## config.mk

```make
export PLATFORM = sky130hd
export DESIGN_NAME = uart_tx_fifo
export DESIGN_NICKNAME = d
export VERILOG_FILES = /design/src/rtl/uart_tx_fifo.sv
export SDC_FILE = /design/constraint.sdc
export NUM_CORES = 1
export LEC_CHECK = 0
export CORE_AREA = 2 2 136 138
export DETAILED_ROUTE_END_ITERATION = 7
export DIE_AREA = 0 0 138 140
export HOLD_SLACK_MARGIN = 0.05
export PLACE_DENSITY = 0.52
export SYNTH_ARGS = -nofsm -noshare
export SYNTH_HDL_FRONTEND = slang
export SYNTH_SLANG_ARGS = --single-unit
```

## constraint.sdc

```tcl
create_clock -name clk -period 2.7 [get_ports clk]
set_input_delay 0.54 -clock clk [delete_from_list [all_inputs] [get_ports clk]]
set_output_delay 0.54 -clock clk [all_outputs]
set_load 0.02 [all_outputs]
```

## src/rtl/uart_tx_fifo.sv

```systemverilog
// Transmit FIFO and sequencer feeding uart_tx. It buffers host bytes and launches
// one frame at a time, waiting for tx_done_tick before it pops the next byte.
module uart_tx_fifo #(
    parameter int DBITS      = 8,
    parameter int ADDR_WIDTH = 4
) (
    input  logic                  clk,
    input  logic                  reset,
    input  logic                  wr,
    input  logic [DBITS-1:0]      w_data,
    output logic                  full,
    output logic                  empty,
    output logic [ADDR_WIDTH:0]   count,
    output logic                  overflow,
    input  logic                  clr_ovf,
    output logic [DBITS-1:0]      din,
    output logic                  tx_start,
    input  logic                  tx_done_tick,
    output logic                  busy
);

    localparam int DEPTH = 1 << ADDR_WIDTH;
    localparam logic [ADDR_WIDTH:0] FULL_CNT = {1'b1, {ADDR_WIDTH{1'b0}}};

    localparam logic [1:0] ST_IDLE  = 2'd0;
    localparam logic [1:0] ST_START = 2'd1;
    localparam logic [1:0] ST_WAIT  = 2'd2;

    logic [DBITS-1:0]      mem [DEPTH];
    logic [ADDR_WIDTH-1:0] wr_ptr_q, wr_ptr_d;
    logic [ADDR_WIDTH-1:0] rd_ptr_q, rd_ptr_d;
    logic [ADDR_WIDTH:0]   count_q, count_d;
    logic [1:0]            state_q, state_d;
    logic [DBITS-1:0]      din_q, din_d;
    logic                  tx_start_q, tx_start_d;
    logic                  ovf_q, ovf_d;
    logic                  wr_ok, pop;

    // Flags come from the registered count, so a same-cycle pop never frees room
    // for a write into a full FIFO, and a fresh write cannot be popped at once.
    assign full  = (count_q == FULL_CNT);
    assign empty = (count_q == '0);
    assign wr_ok = wr && !full;
    assign pop   = (state_q == ST_IDLE) && !empty;

    always_comb begin
        wr_ptr_d   = wr_ptr_q;
        rd_ptr_d   = rd_ptr_q;
        count_d    = count_q;
        state_d    = state_q;
        din_d      = din_q;
        tx_start_d = 1'b0;
        ovf_d      = ovf_q;

        if (wr_ok)
            wr_ptr_d = wr_ptr_q + ADDR_WIDTH'(1);
        if (pop)
            rd_ptr_d = rd_ptr_q + ADDR_WIDTH'(1);

        case ({wr_ok, pop})
            2'b10:   count_d = count_q + (ADDR_WIDTH+1)'(1);
            2'b01:   count_d = count_q - (ADDR_WIDTH+1)'(1);
            default: count_d = count_q;
        endcase

        // A dropped write outranks a simultaneous clear.
        if (wr && full)
            ovf_d = 1'b1;
        else if (clr_ovf)
            ovf_d = 1'b0;

        case (state_q)
            ST_IDLE: begin
                if (pop) begin
                    din_d      = mem[rd_ptr_q];
                    tx_start_d = 1'b1;
                    state_d    = ST_START;
                end
            end
            ST_START: state_d = ST_WAIT;
            ST_WAIT: begin
                if (tx_done_tick)
                    state_d = ST_IDLE;
            end
            default: state_d = ST_IDLE;
        endcase
    end

    always_ff @(posedge clk or negedge reset) begin
        if (!reset) begin
            wr_ptr_q   <= '0;
            rd_ptr_q   <= '0;
            count_q    <= '0;
            state_q    <= ST_IDLE;
            din_q      <= '0;
            tx_start_q <= 1'b0;
            ovf_q      <= 1'b0;
        end else begin
            wr_ptr_q   <= wr_ptr_d;
            rd_ptr_q   <= rd_ptr_d;
            count_q    <= count_d;
            state_q    <= state_d;
            din_q      <= din_d;
            tx_start_q <= tx_start_d;
            ovf_q      <= ovf_d;
        end
    end

    // Storage needs no reset; the pointers and count define what is valid.
    always_ff @(posedge clk) begin
        if (wr_ok)
            mem[wr_ptr_q] <= w_data;
    end

    assign count    = count_q;
    assign overflow = ovf_q;
    assign din      = din_q;
    assign tx_start = tx_start_q;
    assign busy     = (state_q != ST_IDLE);

endmodule

```

## After elaboration in Yosys (flattened, before gate mapping)

Memory sizes are Yosys's and may differ from the RTL's. A register that Yosys moved wholly into a read port is not among the register bits.
Index checks and enable logic that the tools add are counted.

- Bits in registers: 17
- Word-level logic and storage cells: 41
- Bits of input ports: 13
- Output and inout bits: 18
- Memories kept: 1
- RAM bits: 128

- $add $sub $neg: 4
- Multiplexer cells: 10
- Reductions and logical operators: 13
- Eq/ne operators: 7

Memories:

| memory | depth | width | rd ports | clocked after memory_dff | wr ports | line | source |
|---|---|---|---|---|---|---|---|
| mem | 16 | 8 | 1 | 1 | 1 | 29 | `logic [DBITS-1:0] mem [DEPTH];` |

Operators with widths:

| operator | number |
|---|---|
| 5-bit case mux with 2 select lines | 1 |
| 4-bit by 1-bit adder with 4-bit output, second input constant | 2 |
| 1-bit two-way mux | 6 |
| 2-bit case mux with 3 select lines | 1 |
| 2-bit nonzero test | 3 |
| 5-bit by 1-bit adder with 5-bit output, second input constant | 1 |
| 5-bit equality test, second input constant | 1 |
| 5-bit logical NOT | 1 |
| 5-bit by 1-bit subtractor with 5-bit output, second input constant | 1 |
| 2-bit by 1-bit equality test with 1-bit output, second input constant | 2 |
| 2-bit equality test, second input constant | 2 |
| 2-bit two-way mux | 2 |
| 2-bit != test, second input constant | 2 |
| 2-bit AND reduction | 2 |
| 1-bit logical AND | 3 |
| 1-bit logical NOT | 3 |
| 2-bit logical NOT | 1 |

## Longest topological paths before layout

- Depth in word-level cells: 5
- Depth in mapped cells: 10
- Depth with buffers taken out: 9

## Worst setup path before layout

Ideal clock, no wire load.

- Path kind: reg2reg
- Start point: reg count_q[3], in the netlist count[3]
- End point: reg count_q[4], in the netlist count[4]
- Stages on the path, launching flop included: 10
- Data required time: 2.619 ns
- Arrival: 2.725 ns
- Path buffers: 1
- Path slack: -0.106 ns
- Period minus slack after synthesis: 2.806 ns
- Setup time: 0.081 ns
- Path through: dfrtp_1 > or3_4 > o31a_1 > buf_2 > ha_1 > fa_1 > a21o_1 > a21oi_1 > mux2i_1 > xnor2_1

- Cells in the longest elaborated chain, start to end: 5
- Elaborated cells on any way between the ends: 12
- Those cells by class: add/sub (2); eq/ne (3); mux (1); reduce/logical (6)

Ends and longest elaborated chain:

| element | line | source |
|---|---|---|
| from (decl) | 32 | `logic [ADDR_WIDTH:0] count_q, count_d;` |
| from (signal assigned) | 101 | `count_q <= count_d;` |
| 5-bit logical NOT (*) | 42 | `assign empty = (count_q == '0);` |
| 1-bit logical NOT (*) | 44 | `assign pop = (state_q == ST_IDLE) && !empty;` |
| 1-bit logical AND (*) | 44 |  |
| net pop | 37 | `logic wr_ok, pop;` |
| 2-bit by 1-bit equality test with 1-bit output / 2-bit equality test (equally long branches) | 60 | `case ({wr_ok, pop})` |
| 5-bit case mux with 2 select lines / 2-bit nonzero test (equally long branches) | - |  |

Mark *: on every way through the listed nets, which the timed path passes. The rest lies on a longest branch.
A chain may end at the register's enable or synchronous reset.

## Worst setup path in the final report

- Start point: reg count_q[3], in the netlist count[3]
- End point: out empty

- Cells in the longest elaborated chain, start to end: 1

Ends and longest elaborated chain:

| element | line | source |
|---|---|---|
| 5-bit logical NOT | 42 |  |
| to (decl) | 12 | `output logic empty,` |

No other way between the ends.

==> impl_metrics.toml <==
[power]
combPwrFrac_pct = 31.9
intPower_mw = 5.737
swShare_pct = 31.12
peakVddDrop_mv = 0.7084
p_total_mw = 8.328
power_switching_mw = 2.592
seqPwrFrac_pct = 40.0
powerDensity_nw_per_um2 = 1127
clkPwrFrac_pct = 28.2
p_leak_nw = 2.541

[setup_path]
r2r-end = "count[4]"
reg2reg_setup_slack_ps = 130
crit_path_start_kind = "register"
r2r_start = "count[3]"
ff2ff_path_depth = 8
required_ps = 2160
path_class = "register to primary output"
crit_arrival_ps = 2040
crit_chain = "or3_4, nor3_1, clkdlybuf4s50_1"
crit_slowest_cell = "clkdlybuf4s50_1"
end_kind = "primary output"
path_max_fanout = 5
max_stage_delay_ps = 630

[route]
wl_per_cell_um = 19.24
antenna_left = 0
vias = 2982
route.detailed.drc = 0
drt-initial-drc-count = 175
via_per_inst = 4.865
first_pass_iters = 4
wl_um = 11790

[synthesis]
syn_nets = 340
avgSynthCellArea_um2 = 19.27
netlist_area_um2 = 6108
yosys_warnings = 0
synth.yosys.seq_area_share_pct = 73.17
synthCells = 317
synth-seq-cells = 153
post_synth_num_cell_types = 30

[placed_design]
gp_congestion = 0.6984
numPortBuffers = 30
dp.cells = 581
dpl.hpwl_um = 7871

[final_layout]
drive_above_1_share_pct = 26.04
antenna_cells = 0
layout_common_cells = "128 x edfxtp_1, 32 x mux4_2, 29 x clkdlybuf4s50_1"
fin_util_pct = 41.56
layout_commonest_cell = "edfxtp_1"
n_fill_cell = 1612
nets = 394
layout.cells.non_filler = 613
area_growth_pct = 20.98

[clock_tree]
cts_made_buffers = 17
clkLatencyLatePin_ps = 420
clockRootBuffer = "clkbuf_16"
clkTransAtPathRegs_ps = 60
tritoncts = "yes"
post_cts_buffers = 0
cts_buffer_depth = 2
cts_resized = 0
cts.htree.levels = 4
hold_buffers = 0
cts.sinks = 153

[grt]
grt_use_met3_pct = 3.726
grt_util_all_layers_pct = 13.08
grt_util_met1_pct = 17.41
met2_usage_pct = 20.77
grt_pass1_wl_um = 18620
antenna_found_initial = 0
global_route.overflow_total = 0
grt_start_max_net_pins = 34
grt_pass1_vias = 3124
grt.busiest_layer = "met2"

[timing]
period_minus_slack_ps = 2577
worst_pin_slew_ps = 815.2
drv_slew = 0
final-setup-viol-count = 0
slew_headroom_pct = 45.65
timing.hold.ws_ps = 483.1
fmax_ghz = 0.3881
final.setup.tns_ps = 0
skew_ps = 8.988
finalHoldViolCount = 0
fin_crit_sh_pct = 95.43
rsz0062_at_grt = "false"

[floorplan]
die_h_um = 140
row_count = 49
initial_core_util_pct = 34.36
dieArea_um2 = 19320
ios = 31
die-width_um = 138
fp.coreArea_um2 = 17780

[outcome]
status = "complete, no violations"

[job]
cap_violations = 0

[worst_hold_path]
min-delay-start = "state_q[0]"
hp-class = "register to register"
hold_depth = 1
hold_end = "state_q[1]"
## power groups by stage
stage	Combinational, mW	Clock (mW)	Sequential (mW)
after floorplan	1.91	0	3.28
after global placement	2.67	0	3.37
after detailed placement	2.70	0	3.39
after CTS	2.71	2.40	3.34
after global routing	2.90	2.51	3.40
final	2.65	2.35	3.33
## synth_stat cells (all sizes together)
master | number | area, um^2
mux2i | 10 | 100.1
buf | 10 | 60.05
nand2b | 4 | 25.02
o22ai | 8 | 50.05
ha | 9 | 112.6
nor2 | 22 | 82.58
a221oi | 8 | 120.1
a21o | 2 | 15.01
nand4 | 2 | 12.51
xor2 | 2 | 17.52
edfxtp | 128 | 3844
mux4 | 32 | 720.7
o31a | 3 | 26.28
clkbuf | 9 | 33.78
nand2 | 10 | 37.54
or2 | 1 | 6.260
fa | 1 | 20.02
inv | 6 | 22.52
o21ai | 4 | 20.02
a21oi | 2 | 10.01
dfrtp | 25 | 625.6
or3 | 1 | 11.26
nor3 | 6 | 30.03
and2 | 1 | 6.260
mux2 | 2 | 22.52
xnor2 | 8 | 70.07
nor2b | 1 | 6.260
## state kept, by name (all words and copies together), names as in the netlist
name / count
count: 5
din: 8
mem: 128
overflow: 1
rd_ptr_q: 4
state_q: 2
tx_start: 1
wr_ptr_q: 4
## worst max-delay path by stage
stage | depth (start not counted) | slack (ps) | startpoint | to
final | 3 | 120 | count[3] | empty
after global routing | 3 | 4 | count[3] | empty
after floorplan | 9 | 30 | count[3] | count[4]
after global placement | 9 | 60 | wr | count[4]
after CTS | 3 | 20 | count[3] | full
after detailed placement | 9 | 20 | wr | count[4]
## kinds of logic after synthesis
kind of cell | after synthesis | share of synthesized area, %
buffers and inverters | 25 | 1.905
flip-flops | 153 | 73.17
AO/OA/AOI/OAI | 27 | 3.953
AND/OR/NAND/NOR | 48 | 3.564
adder cells (fa/ha/maj) | 10 | 2.171
XOR/XNOR | 10 | 1.434
multiplexers | 44 | 13.81
## metal layers
layer	wire [um]	part of all wire, %	vias to the layer above
li1	-	-	1369
met1	5563	47	1551
met2	5747	49	49
met3	351	3.0	13
met4	132	1.1	0
met5	0	0	-
## worst max-delay path, delay by kind of cell, from the launching register on
kind,cells,cell delay [ps]
buffers and inverters,1,630
AND/OR/NAND/NOR,2,570
flip-flops,1,430
## cell type report
type,instances,area (um^2),share of cell area (%)
sequential,153,4473,60.53
tap,229,286.5,3.877
timing repair buffer,54,495.5,6.705
inverter,6,22.52,0.3048
clock buffer,20,436.7,5.909
multi-input combinational,139,1525,20.64
clock inverter,12,150.1,2.032
## through the flow
| step | worst slack [ps] | cell area [um^2] |
|---|---|---|
| global placement | 58.25 | 6800 |
| CTS | 22.51 | 7387 |
| detailed placement | 15.21 | 6800 |
| floorplan | 27.85 | 6120 |
| global route | 4.385 | 7390 |
| finish | 123.3 | 7390 |
Power figures use the tool's default switching activity.
